$ cat src/rtl/dual_issue_splitter.sv
// Purpose: splits a fetched instruction pair into two decode issue slots.
// Latency: a pair accepted at edge N is on the slots after edge N; a hazard pair drains over 2 cycles.
// Backpressure: in_ready drops while a split pair drains, while decode stalls, or on flush.
// Build option: define DUAL_ISSUE_PERF_EN to add pair_cnt/split_cnt performance counters.
module dual_issue_splitter #(
  parameter int XLEN      = 32,
  parameter int MEM_SPLIT = 1
) (
  input  logic            clk,
  input  logic            rst,
  input  logic            flush,
  input  logic            in_valid,
  output logic            in_ready,
  input  logic [XLEN-1:0] InstrD1,
  input  logic [XLEN-1:0] InstrD2,
  input  logic [XLEN-1:0] PCD1,
  input  logic [XLEN-1:0] PCD2,
  input  logic [XLEN-1:0] PCPlus4D1,
  input  logic [XLEN-1:0] PCPlus4D2,
  input  logic            issue_ready,
  output logic            slot0_valid,
  output logic            slot1_valid,
  output logic [XLEN-1:0] slot0_instr,
  output logic [XLEN-1:0] slot0_pc,
  output logic [XLEN-1:0] slot0_pcplus4,
  output logic [XLEN-1:0] slot1_instr,
  output logic [XLEN-1:0] slot1_pc,
  output logic [XLEN-1:0] slot1_pcplus4,
  output logic            split
`ifdef DUAL_ISSUE_PERF_EN
  ,
  output logic [31:0]     pair_cnt,
  output logic [31:0]     split_cnt
`endif
);

  // RV32 major opcodes that matter for intra-pair hazards
  localparam logic [6:0] OP_R     = 7'b0110011;
  localparam logic [6:0] OP_I     = 7'b0010011;
  localparam logic [6:0] OP_LOAD  = 7'b0000011;
  localparam logic [6:0] OP_STORE = 7'b0100011;
  localparam logic [6:0] OP_LUI   = 7'b0110111;
  localparam logic [6:0] OP_AUIPC = 7'b0010111;
  localparam logic [6:0] OP_JAL   = 7'b1101111;
  localparam logic [6:0] OP_JALR  = 7'b1100111;
  localparam logic [6:0] OP_BR    = 7'b1100011;

  typedef enum logic [1:0] {
    ST_EMPTY  = 2'd0,
    ST_PAIR   = 2'd1,
    ST_SECOND = 2'd2
  } state_e;

  state_e          state_q, state_d;
  logic [XLEN-1:0] instr1_q, pc1_q, pc4_1_q;
  logic [XLEN-1:0] instr2_q, pc2_q, pc4_2_q;

  logic            load_pair;
  logic            conflict;
  logic            raw_hit;
  logic            ctrl_hit;
  logic            mem_hit;

  logic [6:0]      op1, op2;
  logic [4:0]      rd1, rs1_2, rs2_2;

  function automatic logic op_writes_rd(input logic [6:0] op);
    case (op)
      OP_R, OP_I, OP_LOAD, OP_LUI, OP_AUIPC, OP_JAL, OP_JALR: return 1'b1;
      default:                                               return 1'b0;
    endcase
  endfunction

  function automatic logic op_reads_rs1(input logic [6:0] op);
    case (op)
      OP_R, OP_I, OP_LOAD, OP_STORE, OP_BR, OP_JALR: return 1'b1;
      default:                                      return 1'b0;
    endcase
  endfunction

  function automatic logic op_reads_rs2(input logic [6:0] op);
    case (op)
      OP_R, OP_STORE, OP_BR: return 1'b1;
      default:               return 1'b0;
    endcase
  endfunction

  function automatic logic op_is_ctrl(input logic [6:0] op);
    case (op)
      OP_BR, OP_JAL, OP_JALR: return 1'b1;
      default:                return 1'b0;
    endcase
  endfunction

  function automatic logic op_is_mem(input logic [6:0] op);
    return (op == OP_LOAD) || (op == OP_STORE);
  endfunction

  // Hazard check on the buffered pair: lane 2 may not issue alongside lane 1
  always_comb begin
    op1      = instr1_q[6:0];
    op2      = instr2_q[6:0];
    rd1      = instr1_q[11:7];
    rs1_2    = instr2_q[19:15];
    rs2_2    = instr2_q[24:20];
    raw_hit  = op_writes_rd(op1) && (rd1 != 5'd0) &&
               ((op_reads_rs1(op2) && (rs1_2 == rd1)) ||
                (op_reads_rs2(op2) && (rs2_2 == rd1)));
    ctrl_hit = op_is_ctrl(op1);
    mem_hit  = (MEM_SPLIT != 0) && op_is_mem(op1) && op_is_mem(op2);
    conflict = raw_hit || ctrl_hit || mem_hit;
  end

  // Fetch handshake: accept only when the buffer will be empty after this edge
  always_comb begin
    in_ready = 1'b0;
    if (!flush) begin
      case (state_q)
        ST_EMPTY:  in_ready = 1'b1;
        ST_PAIR:   in_ready = issue_ready && !conflict;
        ST_SECOND: in_ready = issue_ready;
        default:   in_ready = 1'b0;
      endcase
    end
    load_pair = in_valid && in_ready;
  end

  // Next-state: flush wins, otherwise advance only when decode consumes
  always_comb begin
    state_d = state_q;
    if (flush) begin
      state_d = ST_EMPTY;
    end else begin
      case (state_q)
        ST_EMPTY: begin
          if (in_valid) state_d = ST_PAIR;
        end
        ST_PAIR: begin
          if (issue_ready) begin
            if (conflict)      state_d = ST_SECOND;
            else if (in_valid) state_d = ST_PAIR;
            else               state_d = ST_EMPTY;
          end
        end
        ST_SECOND: begin
          if (issue_ready) state_d = in_valid ? ST_PAIR : ST_EMPTY;
        end
        default: state_d = ST_EMPTY;
      endcase
    end
  end

  // State and pair buffer; lane 2 stays put in SECOND so it can be presented on slot 0
  always_ff @(posedge clk) begin
    if (!rst) begin
      state_q  <= ST_EMPTY;
      instr1_q <= '0;
      pc1_q    <= '0;
      pc4_1_q  <= '0;
      instr2_q <= '0;
      pc2_q    <= '0;
      pc4_2_q  <= '0;
    end else begin
      state_q <= state_d;
      if (load_pair) begin
        instr1_q <= InstrD1;
        pc1_q    <= PCD1;
        pc4_1_q  <= PCPlus4D1;
        instr2_q <= InstrD2;
        pc2_q    <= PCD2;
        pc4_2_q  <= PCPlus4D2;
      end
    end
  end

  // Slot steering: oldest live instruction always goes to slot 0, dead fields read 0
  always_comb begin
    slot0_valid   = 1'b0;
    slot1_valid   = 1'b0;
    slot0_instr   = '0;
    slot0_pc      = '0;
    slot0_pcplus4 = '0;
    slot1_instr   = '0;
    slot1_pc      = '0;
    slot1_pcplus4 = '0;
    split         = 1'b0;
    case (state_q)
      ST_PAIR: begin
        slot0_valid   = 1'b1;
        slot0_instr   = instr1_q;
        slot0_pc      = pc1_q;
        slot0_pcplus4 = pc4_1_q;
        split         = conflict;
        if (!conflict) begin
          slot1_valid   = 1'b1;
          slot1_instr   = instr2_q;
          slot1_pc      = pc2_q;
          slot1_pcplus4 = pc4_2_q;
        end
      end
      ST_SECOND: begin
        slot0_valid   = 1'b1;
        slot0_instr   = instr2_q;
        slot0_pc      = pc2_q;
        slot0_pcplus4 = pc4_2_q;
      end
      default: ;
    endcase
  end

`ifdef DUAL_ISSUE_PERF_EN
  logic [31:0] pair_cnt_q, pair_cnt_d;
  logic [31:0] split_cnt_q, split_cnt_d;

  // Count pairs leaving PAIR whole versus split; counters wrap naturally
  always_comb begin
    pair_cnt_d  = pair_cnt_q;
    split_cnt_d = split_cnt_q;
    if ((state_q == ST_PAIR) && issue_ready && !flush) begin
      if (conflict) split_cnt_d = split_cnt_q + 32'd1;
      else          pair_cnt_d  = pair_cnt_q + 32'd1;
    end
  end

  // Counter registers
  always_ff @(posedge clk) begin
    if (!rst) begin
      pair_cnt_q  <= '0;
      split_cnt_q <= '0;
    end else begin
      pair_cnt_q  <= pair_cnt_d;
      split_cnt_q <= split_cnt_d;
    end
  end

  assign pair_cnt  = pair_cnt_q;
  assign split_cnt = split_cnt_q;
`endif

endmodule

$ cat config.mk
export PLATFORM = sky130hd
export DESIGN_NAME = dual_issue_splitter
export DESIGN_NICKNAME = d
export VERILOG_FILES = /design/src/rtl/dual_issue_splitter.sv
export SDC_FILE = /design/constraint.sdc
export NUM_CORES = 1
export LEC_CHECK = 0
export CORE_UTILIZATION = 45
export CTS_CLUSTER_SIZE = 20
export DETAILED_ROUTE_END_ITERATION = 16
export GPL_TIMING_DRIVEN = 0
export PLACE_DENSITY = 0.89
export RECOVER_POWER = 50
export SYNTH_ARGS = -nofsm -noshare
export SYNTH_HDL_FRONTEND = slang
export SYNTH_SLANG_ARGS = --single-unit
$ cat constraint.sdc
create_clock -name clk -period 2.87 [get_ports clk]
set_clock_uncertainty 0.2 [all_clocks]
set_input_delay 0.574 -clock clk [delete_from_list [all_inputs] [get_ports clk]]
set_output_delay 0.574 -clock clk [all_outputs]
set_load 0.02 [all_outputs]
# After elaboration in Yosys (flattened, before gate mapping)
# Cells that the tools add are included.
dict set report word_totals {
  reg_bits 194
  input_bits 197
  output_inout_bits 196
  wordCells 77
}
dict set report op_classes {
  eq_ne 22
  muxes 25
  bitwise 1
  reduce_logical 22
}
# op n
set ops {}
lappend ops {{$mux 32} 6}
lappend ops {{$pmux 32 s2} 3}
lappend ops {{$eq 7x6->1 const B} 5}
lappend ops {{$eq 7x7->1 const B} 5}
lappend ops {{$eq 7x5->1 const B} 3}
lappend ops {{$eq 7x2->1 const B} 2}
lappend ops {{$eq 5x5->1} 2}
lappend ops {{$mux 1} 10}
lappend ops {{$mux 2} 4}
lappend ops {{$logic_and 1x1->1} 7}
lappend ops {{$reduce_or 7->1} 1}
lappend ops {{$ne 2x2->1 const B} 3}
lappend ops {{$pmux 2 s3} 1}
lappend ops {{$reduce_or 3->1} 2}
lappend ops {{$reduce_or 6->1} 1}
lappend ops {{$logic_or 1x1->1} 5}
lappend ops {{$reduce_bool 5->1} 1}
lappend ops {{$reduce_or 2->1} 2}
lappend ops {{$pmux 1 s3} 1}
lappend ops {{$reduce_and 3->1} 1}
lappend ops {{$eq 2x1->1 const B} 1}
lappend ops {{$eq 2x2->1 const B} 1}
lappend ops {{$logic_not 2->1} 1}
lappend ops {{$logic_not 1->1} 1}
lappend ops {{$not 1->1} 1}

# Depth between registers and ports, before layout
dict set report depth {
  word_depth 13
  ltp_mapped 9
  ltp_nobuf 7
}

# Least setup slack after synthesis
# No wires, ideal clock.
dict set report synth_timing {
  path_kind {reg2out}
  startpoint {reg instr1_q[8]}
  endpoint {out slot1_instr[22]}
  arrival_ps 2075
  required_time_ps 2096
  slack_ps 21
  stages_incl_launch_ff 7
  n_path_buf 1
  cell_sequence {dfxtp_1 or4_1 nor2_2 nor4_4 a211oi_4 clkbuf_1 and2_1}
}
dict set report synth_between {
  elab_chain_len 8
  elab_cells_between_ends 12
  classes_between {2 x eq/ne; 2 x mux; 8 x reduce/logical}
}
# element line_no
set synth_lines {}
lappend synth_lines {{start: declaration} 55} ;# logic [XLEN-1:0] instr1_q, pc1_q, pc4_1_q;
lappend synth_lines {{start signal: assignment} 166} ;# instr1_q <= InstrD1;
lappend synth_lines {{$eq 5x5->1, on equally long branches} {107, 108}}
lappend synth_lines {{$logic_and 1x1->1, on equally long branches} {107, 108}}
lappend synth_lines {{$logic_or 1x1->1} 107} ;# ((op_reads_rs1(op2) && (rs1_2 == rd1)) ||
lappend synth_lines {{$logic_and 1x1->1 (*)} 106} ;# raw_hit = op_writes_rd(op1) && (rd1 != 5'd0) &&
lappend synth_lines {{$logic_or 1x1->1 (*) (2 in series)} 111} ;# conflict = raw_hit || ctrl_hit || mem_hit;
lappend synth_lines {{$mux 32 (*)} 194} ;# if (!conflict) begin
lappend synth_lines {{$mux 32 (*)} 187} ;# case (state_q)
lappend synth_lines {{end: declaration} 26} ;# output logic [XLEN-1:0] slot1_instr,
# Every way passes the cells marked *; elsewhere a longest branch is shown, timed or not.

# Final worst setup path
dict set report layout_timing {
  startpoint {reg instr1_q[8]}
  endpoint {out slot1_instr[28]}
}
# Same word-level chain as after synthesis.

==> impl_metrics.toml <==
[outcome]
status = "finished with violations"
failed_checks = "setup timing"

[worst_setup_path]
critical_path.startpoint_type = "flop"
critical_register_to_register_path_endpoint = "pc1_q[15]$_SDFFE_PN0P_"
critPathKind = "flop to primary output"
path_delay_family = "simple AND/OR/NAND/NOR gates"
timing.critical_path.required_ps = 2100
path_common_cell = "buf_6"
reg2reg_depth = 9
timing.critical_path.arrival_ps = 2540
crit_slowest_cell = "or4_4"
critPathMaxStageDelay_ps = 540
worst-r2r-setup-slack_ps = -20
timing.rr.start = "instr1_q[6]$_SDFFE_PN0P_"
timing.critical_path.depth = 9
cp_cell_sequence = "or4_4 -> nor2_4 -> nor4_4 -> a211oi_4 -> buf_6 -> buf_12 -> clkbuf_16 -> and2_4 -> buf_6"
timing.critical_path.to_type = "primary output"
crit_path_start = "instr1_q[8]$_SDFFE_PN0P_"
critical_path.endpoint = "slot1_instr[28]"
critPathMaxFanout = 10
path_buf_inv = 4

[clocking]
cts_buffers = 17
cts_buffer_depth = 2
ctsRootBufferMaster = "clkbuf_16"
clock-sinks = 194
worst_skew_pair.late_latency_ps = 430
clkTransAtPathRegs_ps = 70
htree_num_levels = 4
tritoncts_clock_tree = "done"

[sta]
setup_repair_after_global_routing_missed_its_margin = "yes"
finalSetupViolations = 104
fmaxAchievable_mhz = 301
maxSlewHeadroom = 0.360
layout_worst_path_cycle_share = 1.16
transition_time_at_the_pin_with_the_least_slew_margin_ps = 961
slew_violations = 0
minimum_period_implied_by_the_final_worst_setup_slack_ps = 3320
fin_tns_setup_ps = -38030
final-hold-violation-count = 0
final.hold.worst_slack_ps = 260
setup_slack_ps = -449

[logic_synthesis]
synthDominantCellAreaShare = 0.375
cells_after_synthesis = 1224
netlist-cell-type-count = 36
ys_seq_area_frac = 0.375
synth-seq-cells = 194
synthTopCellsByArea = "dfxtp_1 (38%), mux2i_1 (19%), nand2_1 (14%), a22oi_1 (7.0%), and2_1 (5.9%)"
ys_warn_count = 0
synth.cell_area_sq_um = 10300
synth_top_area_cell = "dfxtp_1"
synth_fp_nets = 1425
syn_avg_cell_area_sq_um = 8.45

[die]
fp.coreArea_sq_um = 22600
die_h_microns = 154
die_area_sq_um = 23600
initial_utilization = 0.458
ioPinCount = 393
floorplan_die_width_microns = 154
site_row_count = 55

[detailed_routing]
num_vias = 10611
drt_drc_violations_left = 0
final_antenna_net_count = 0
post_drt_via_cell_ratio = 5.45
drt-pass1-iter-count = 5
avgRoutedWirePerCell_microns = 20.2
routed_wirelength_mm = 39.4
first_iter_violations = 697

[power]
overall_power_consumption_mw = 6.83
vdd_ir_drop_max_uv = 366
p_per_area_nw_per_um2 = 429
cellLeakagePower_nw = 7.25

[run]
cap_violations = 0

[cells_and_area]
areaGrowthSynthToFinish_pct = 53.6
final-instance-count-excl-fill = 1948
antenna-diode-count = 0
final_layout_size_suffix_gt1_frac = 0.229
final_area_sq_um = 15900
nNetsFinal = 1852

[grt]
maximum_number_of_pins_on_one_net_before_global_route_repair = 17
number_of_antenna_violations_at_the_first_check_in_global_routing = 0
grt_first_pass_wirelength_mm = 58.6
grt_util_all_layers = 0.324
globalRoute.totalOverflow = 0
grt_pass1_vias = 10596

[placement]
inst_count_dp = 1900
detailedPlacementHpwl_mm = 28.2
dpl_cell_area_sq_um = 14600
rd_place_congestion = 0.908
io_buffer_count = 391

[min_path]
hold_path.class = "flop to flop"
==> cell usage after synthesis, drive strengths merged <==
cell,instances
nand4,2
o211ai,1
and4bb,1
buf,31
a22oi,96
nand2b,1
nor3b,1
o22ai,2
or4,2
nor4,1
xnor2,10
o2111ai,1
ha,4
inv,5
nor2,9
nand2,389
a211oi,1
and2,97
o21ai,1
a32oi,1
o31ai,1
and4,1
nor3,1
clkbuf,75
a21boi,1
a21oi,4
mux2i,192
nand3,2
dfxtp,194
and3b,1
nor2b,96
==> how the worst min path moves through the flow <==
stage	startpoint	to	slack [ps]	cells after the start
6_report	pc1_q[4]$_SDFFE_PN0P_	pc1_q[4]$_SDFFE_PN0P_	260	2
5_1_grt	pc4_1_q[18]$_SDFFE_PN0P_	pc4_1_q[18]$_SDFFE_PN0P_	280	2
4_1_cts	pc1_q[4]$_SDFFE_PN0P_	pc1_q[4]$_SDFFE_PN0P_	260	2
3_5_place_dp	pc1_q[4]$_SDFFE_PN0P_	pc1_q[4]$_SDFFE_PN0P_	250	2
3_3_place_gp	pc1_q[5]$_SDFFE_PN0P_	pc1_q[5]$_SDFFE_PN0P_	240	2
2_1_floorplan	instr1_q[12]$_SDFFE_PN0P_	instr1_q[12]$_SDFFE_PN0P_	240	2
==> tightest hold or removal path, cell delays in order, from the launching register on <==
cell and delay (ps):
dfxtp_1 310, nand2_1 50, mux2i_1 50
==> what timing repair did <==
item	CTS	global route
gates resized for setup	980	106
buffers inserted	11	4
pin swaps	26	13
setup endpoints to repair	196	169
cloned	5	1
hold buffers	0	0
==> state kept, by name, indices dropped and copies added, names as in the netlist <==
| register | count |
|---|---|
| instr1_q | 32 |
| pc4_2_q | 32 |
| pc2_q | 32 |
| state_q | 2 |
| pc4_1_q | 32 |
| instr2_q | 32 |
| pc1_q | 32 |
==> final cells by class <==
| type | instances | area (sq um) |
|---|---|---|
| buffer | 103 | 988 |
| clock buffer | 20 | 447 |
| clock inverter | 11 | 200 |
| fill | 1671 | 6670 |
| inverter | 5 | 18.8 |
| multi-input combinational | 919 | 6000 |
| sequential | 194 | 3910 |
| tap | 285 | 357 |
| timing repair buffer | 411 | 3990 |
==> cell usage in the layout (no fill, tap or decap), drive strengths merged, types with 2 or more instances in the layout <==
cell type,instances
dlygate4sd2,32
clkdlybuf4s50,196
xnor2,10
clkdlybuf4s15,16
dfxtp,194
clkbuf,105
a22oi,96
or4,2
nor2,9
and2,97
mux2i,192
nand2,389
o22ai,2
nor2b,96
inv,8
clkinv,2
bufinv,5
ha,4
a21oi,4
buf,185
nand4,2
nand3,2
==> report_power, final <==
part / switching [mW] / total [mW] / internal, mW
registers: 0.127 / 2.97 / 2.84
logic: 0.537 / 1.17 / 0.629
clock network: 1.11 / 2.69 / 1.58
==> stage by stage <==
stage / setup slack, ps / util
global placement: -1200 / 0.648
finish: -449 / 0.704
global route: -493 / 0.704
CTS: -469 / 0.707
detailed placement: -1180 / 0.648
floorplan: 21.1 / -
==> logic make-up (layout without fill, tap and decap cells) <==
family / after synthesis / in the layout / synth area share
muxes: 192 / 192 / 0.186
and+or+nand+nor: 604 / 604 / 0.272
AOI/OAI and AO/OA: 109 / 109 / 0.0817
buffers and inverters: 111 / 550 / 0.0723
DFF: 194 / 194 / 0.375
xor gates and xnor gates: 10 / 10 / 0.00846
adders and majority gates: 4 / 4 / 0.00484
==> per-layer routing <==
metal / global-route usage / vias to the layer above / share of wire
met5: 0 / - / 0
met3: 0.0676 / 122 / 0.076
li1: - / 4893 / -
met1: 0.379 / 5016 / 0.39
met4: 0.158 / 0 / 0.046
met2: 0.563 / 580 / 0.49
(Power assumes the default switching activity.)
==> RTL change 1, RTL diff (config.mk and constraints unchanged) <==
Re-encode `state_e` (3 states) as one-hot, 3 bits wide.
--- a/src/rtl/dual_issue_splitter.sv
+++ b/src/rtl/dual_issue_splitter.sv
@@ -47,6 +47,6 @@
 
-  typedef enum logic [1:0] {
-    ST_EMPTY  = 2'd0,
-    ST_PAIR   = 2'd1,
-    ST_SECOND = 2'd2
+  typedef enum logic [2:0] {
+    ST_EMPTY  = 3'b001,
+    ST_PAIR   = 3'b010,
+    ST_SECOND = 3'b100
   } state_e;
Function: no difference found for any inputs over 4 cycles, from zero or initial values and one cycle with rst low; so few cycles prove little.
==> RTL change 1 against the unedited design <==
  * The flow still finishes with violations (negative setup slack)
  * Synthesized area down 5.4%
  * Power down 9.8%
  * Cell area down 3.7%
  * Combinational power down 21%
  * Sequential cell count up 1
  * Routed wire length down 7.5%
  * Setup slack better by 0.26 ns
  * Highest routed layer unchanged
==> RTL change 1: results (changes against the unedited design) <==
| Metric | Value |
|---|---|
| Run status | `finished with violations (unchanged)` |
| Violations in the final reports | `negative setup slack (unchanged)` |
| Bufs w/o clock | `513 (was 514)` |
| Width of the chip | `149 um (was 154 um)` |
| Critical R2R Launch | `state_q[2]$_SDFFE_PP0P_ (was instr1_q[6]$_SDFFE_PN0P_)` |
| Portion of the layout cell area used by clock cells | `3.51% (was 4.07%)` |
| Worst EP arrival | `2.29 ns (was 2.54 ns)` |
| Post-Place Cells | `1,791 (was 1,900)` |
| Maximum number of pins on one net before global-route repair | `18 (was 17)` |
| Final Util | `72.4% (was 70.4%)` |
| Fin Setup TNS | `-13.74 ns (was -38.03 ns)` |
| Clock buffers | `19 (was 20)` |
| Setup Viol. Count Final | `98 (was 104)` |
| Antenna violations before repair | `1 (was 0)` |
| Number of vias in the routed layout | `10,000 (was 10,600)` |
| Reg-to-Reg End | `pc4_2_q[20]$_SDFFE_PN0P_ (was pc1_q[15]$_SDFFE_PN0P_)` |
| Number of distinct standard cells referenced by the synthesized netlist | `41 (was 36)` |
| Internal reg-to-reg setup slack | `0.34 ns (was -0.02 ns)` |
| Global-route wire length before repair | `54,200 um (was 58,600 um)` |
| CP top delay family | `compound AO/OA/AOI/OAI gates (was simple AND/OR/NAND/NOR gates)` |
| Detailed router's first-iteration violation count | `651 (was 697)` |
| Final non-filler cell total | `1,850 (was 1,948)` |
| Most common library cells after synthesis | `387 x sky130_fd_sc_hd__nand2_1, 195 x sky130_fd_sc_hd__dfxtp_1, 193 x sky130_fd_sc_hd__mux2i_1, 97 x sky130_fd_sc_hd__and2_1, 95 x sky130_fd_sc_hd__a22o_1 (was 389 x sky130_fd_sc_hd__nand2_1, 194 x sky130_fd_sc_hd__dfxtp_1, 192 x sky130_fd_sc_hd__mux2i_1, 97 x sky130_fd_sc_hd__and2_1)` |
| Setup ws final | `-0.192 ns (was -0.449 ns)` |
| Post-synthesis sequential area ratio | `39.9% (was 37.5%)` |
| Largest cells by area after synthesis | `sky130_fd_sc_hd__dfxtp_1 40%, sky130_fd_sc_hd__mux2i_1 20%, sky130_fd_sc_hd__nand2_1 15% (was sky130_fd_sc_hd__dfxtp_1 38%, sky130_fd_sc_hd__mux2i_1 19%, sky130_fd_sc_hd__nand2_1 14%)` |
| Grt met2 use | `55.1% (was 56.3%)` |
| Filler instances | `1,541 (was 1,671)` |
| Number of inserted diodes | `1 (was 0)` |
| Final worst hold slack | `0.260 ns (about the same)` |
| Ratio of cells with drive above 1 in the final layout | `26.4% (was 22.9%)` |
| Worst setup path startpoint | `instr1_q[2]$_SDFFE_PN0P_ (was instr1_q[8]$_SDFFE_PN0P_)` |
| Met3 WL | `2820 um (was 2980 um)` |
| Synthesized netlist cell count | `1,125 (was 1,224)` |
RTL change 1: cell types whose count changed after synthesis, moves of 6 or more:
cell,delta
sky130_fd_sc_hd__a22o_1,+95
sky130_fd_sc_hd__a22oi_1,-96
sky130_fd_sc_hd__buf_1,-7
sky130_fd_sc_hd__buf_12,-12
sky130_fd_sc_hd__buf_8,+11
sky130_fd_sc_hd__clkbuf_1,-6
sky130_fd_sc_hd__nor2b_1,-94
sky130_fd_sc_hd__o21ai_0,+6
RTL change 1: timing repair:
item | CTS | global route
setup buffers | 17 | 4
pin swaps | 43 | 13
cloned | 6 | 1
gates resized for setup | 999 | 148
endpoints found under the setup margin | 195 | 196
RTL change 1: report_power, final:
group / internal [W] / switching [W] / total (W) / leakage [nW]
clock network: 0.00113 / 0.00113 / 0.00226 / 0.243
logic: 0.000511 / 0.000417 / 0.000928 / 4.63
registers: 0.00285 / 0.000125 / 0.00297 / 1.61
total: 0.00449 / 0.00167 / 0.00616 / 6.48
==> RTL change 2, RTL diff (config.mk and constraints unchanged) <==
Without the edit above. The option `DUAL_ISSUE_PERF_EN` is turned on by a define.
--- a/src/rtl/dual_issue_splitter.sv
+++ b/src/rtl/dual_issue_splitter.sv
@@ -4,2 +4,4 @@
 // Build option: define DUAL_ISSUE_PERF_EN to add pair_cnt/split_cnt performance counters.
+`define DUAL_ISSUE_PERF_EN
+
 module dual_issue_splitter #(
Behaviour (old outputs only; new: pair_cnt and split_cnt): unchanged (Yosys induction, for registers that start in step).
==> RTL change 2 against the unedited design <==
  * The run still ends with negative setup slack left
  * Global-route usage grew 4.6 points
  * Power rose by 34%
  * Synthesized area increased by 29%
  * Sequential cell count rose by 64
  * Setup slack worse by 0.29 ns
  * Cell area is 31% higher
  * Non-clock buffer count is 116 higher
  * Routed wire length grew 50%
  * Utilization is 1.4 points higher
  * Critical path type unchanged
  * Largest power group unchanged
==> RTL change 2: results (changes against the unedited design) <==
| Metric | Value |
|---|---|
| Run status | `finished with violations (unchanged)` |
| Violations in the final reports | `negative setup slack (unchanged)` |
| Clk Latency, worst-skew pair | `0.56 ns (was 0.43 ns)` |
| Maximum number of pins on one net before global-route repair | `15 (was 17)` |
| HPWL after detailed placement | `41,900 um (was 28,200 um)` |
| Total cell area at the placement stage | `18,500 um^2 (was 14,600 um^2)` |
| Count of H-tree levels built during CTS | `1 (was 4)` |
| Number of vias in the routed layout | `15,100 (was 10,600)` |
| Setup Viol. Count Final | `251 (was 104)` |
| Worst setup path startpoint | `instr1_q[6]$_SDFFE_PN0P_ (was instr1_q[8]$_SDFFE_PN0P_)` |
| Post-synthesis share of cell area spent on xor and xnor gates | `0.786% (was 0.846%)` |
| Most common library cells after synthesis | `424 x sky130_fd_sc_hd__nand2_1, 258 x sky130_fd_sc_hd__dfxtp_1, 201 x sky130_fd_sc_hd__mux2i_1, 104 x sky130_fd_sc_hd__clkbuf_1, 98 x sky130_fd_sc_hd__nor2b_1 (was 389 x sky130_fd_sc_hd__nand2_1, 194 x sky130_fd_sc_hd__dfxtp_1, 192 x sky130_fd_sc_hd__mux2i_1, 97 x sky130_fd_sc_hd__and2_1)` |
| Setup ws final | `-0.736 ns (was -0.449 ns)` |
| Wire length on met1 | `22,600 um (was 15,500 um)` |
| Via count of the first global-routing pass | `14,800 (was 10,600)` |
| Post-Place Setup Slack | `-1.56 ns (was -1.18 ns)` |
| Total routing resource utilization after global routing | `37.0% (was 32.4%)` |
| Global-route wire length before repair | `86,900 um (was 58,600 um)` |
| Slew at the pin closest to its max-slew limit | `1.09 ns (was 0.961 ns)` |
| Total nets after synthesis | `1,818 (was 1,425)` |
| Number of distinct standard cells referenced by the synthesized netlist | `50 (was 36)` |
| Total met2 wirelength after detailed routing | `27,100 um (was 19,200 um)` |
| Adder-cell share of the synthesized area | `0.562% (was 0.484%)` |
| Fraction of synthesized area in multiplexers | `15.1% (was 18.6%)` |
| Area of all placed cells without fillers | `20,800 um^2 (was 15,900 um^2)` |
| Total of buffers placed on input and output ports | `455 (was 391)` |
[RTL change 2: final timing paths]
kind	endpoint	slack (ns)	cells after the start
worst max-delay path	slot1_pcplus4[0]	-0.74	10
worst min register to register	pc4_1_q[5]$_SDFFE_PN0P_	0.26	2
worst min-delay path	pair_cnt[21]$_SDFFE_PN0P_	0.22	3
worst max register to register	split_cnt[28]$_SDFFE_PN0P_	-0.32	10
[RTL change 2: cell type report]
| class | instances | area share [%] |
|---|---|---|
| Inverter | 17 | 0.307 |
| Antenna cell | 3 | 0.0361 |
| Clock inverter | 10 | 0.638 |
| Sequential cell | 258 | 25.0 |
| Clock buffer | 44 | 4.05 |
| Tap cell | 384 | 2.31 |
| Multi-Input combinational cell | 1206 | 38.4 |
| Timing Repair Buffer | 497 | 23.6 |
| Buffer | 133 | 5.56 |
[RTL change 2: where the power goes]
part / internal [W] / switching (W) / total, W / leakage, nW
Sequential: 0.00374 / 0.000148 / 0.00389 / 2.11
Clock: 0.00229 / 0.00159 / 0.00388 / 0.482
Combinational: 0.000711 / 0.000676 / 0.00139 / 6.22
Total: 0.00674 / 0.00241 / 0.00915 / 8.81
[RTL change 2: logic make-up (layout without fill, tap and decap cells)]
kind of cell | count (synthesis) | in the layout
compound gates | 219 | 219
xor+xnor | 12 | 12
buf+inv | 151 | 701
mux | 201 | 201
simple gates | 768 | 768
flops | 258 | 258
other cells | 0 | 3
fa+ha+maj | 6 | 6
[RTL change 2: timing repair]
item / 4_1_cts / 5_1_grt
resized for setup: 1239 / 56
hold buffers: 0 / 0
gates cloned: 10 / 0
pin swaps: 32 / 4
setup buffers: 31 / 1
endpoints found under the setup margin: 428 / 435
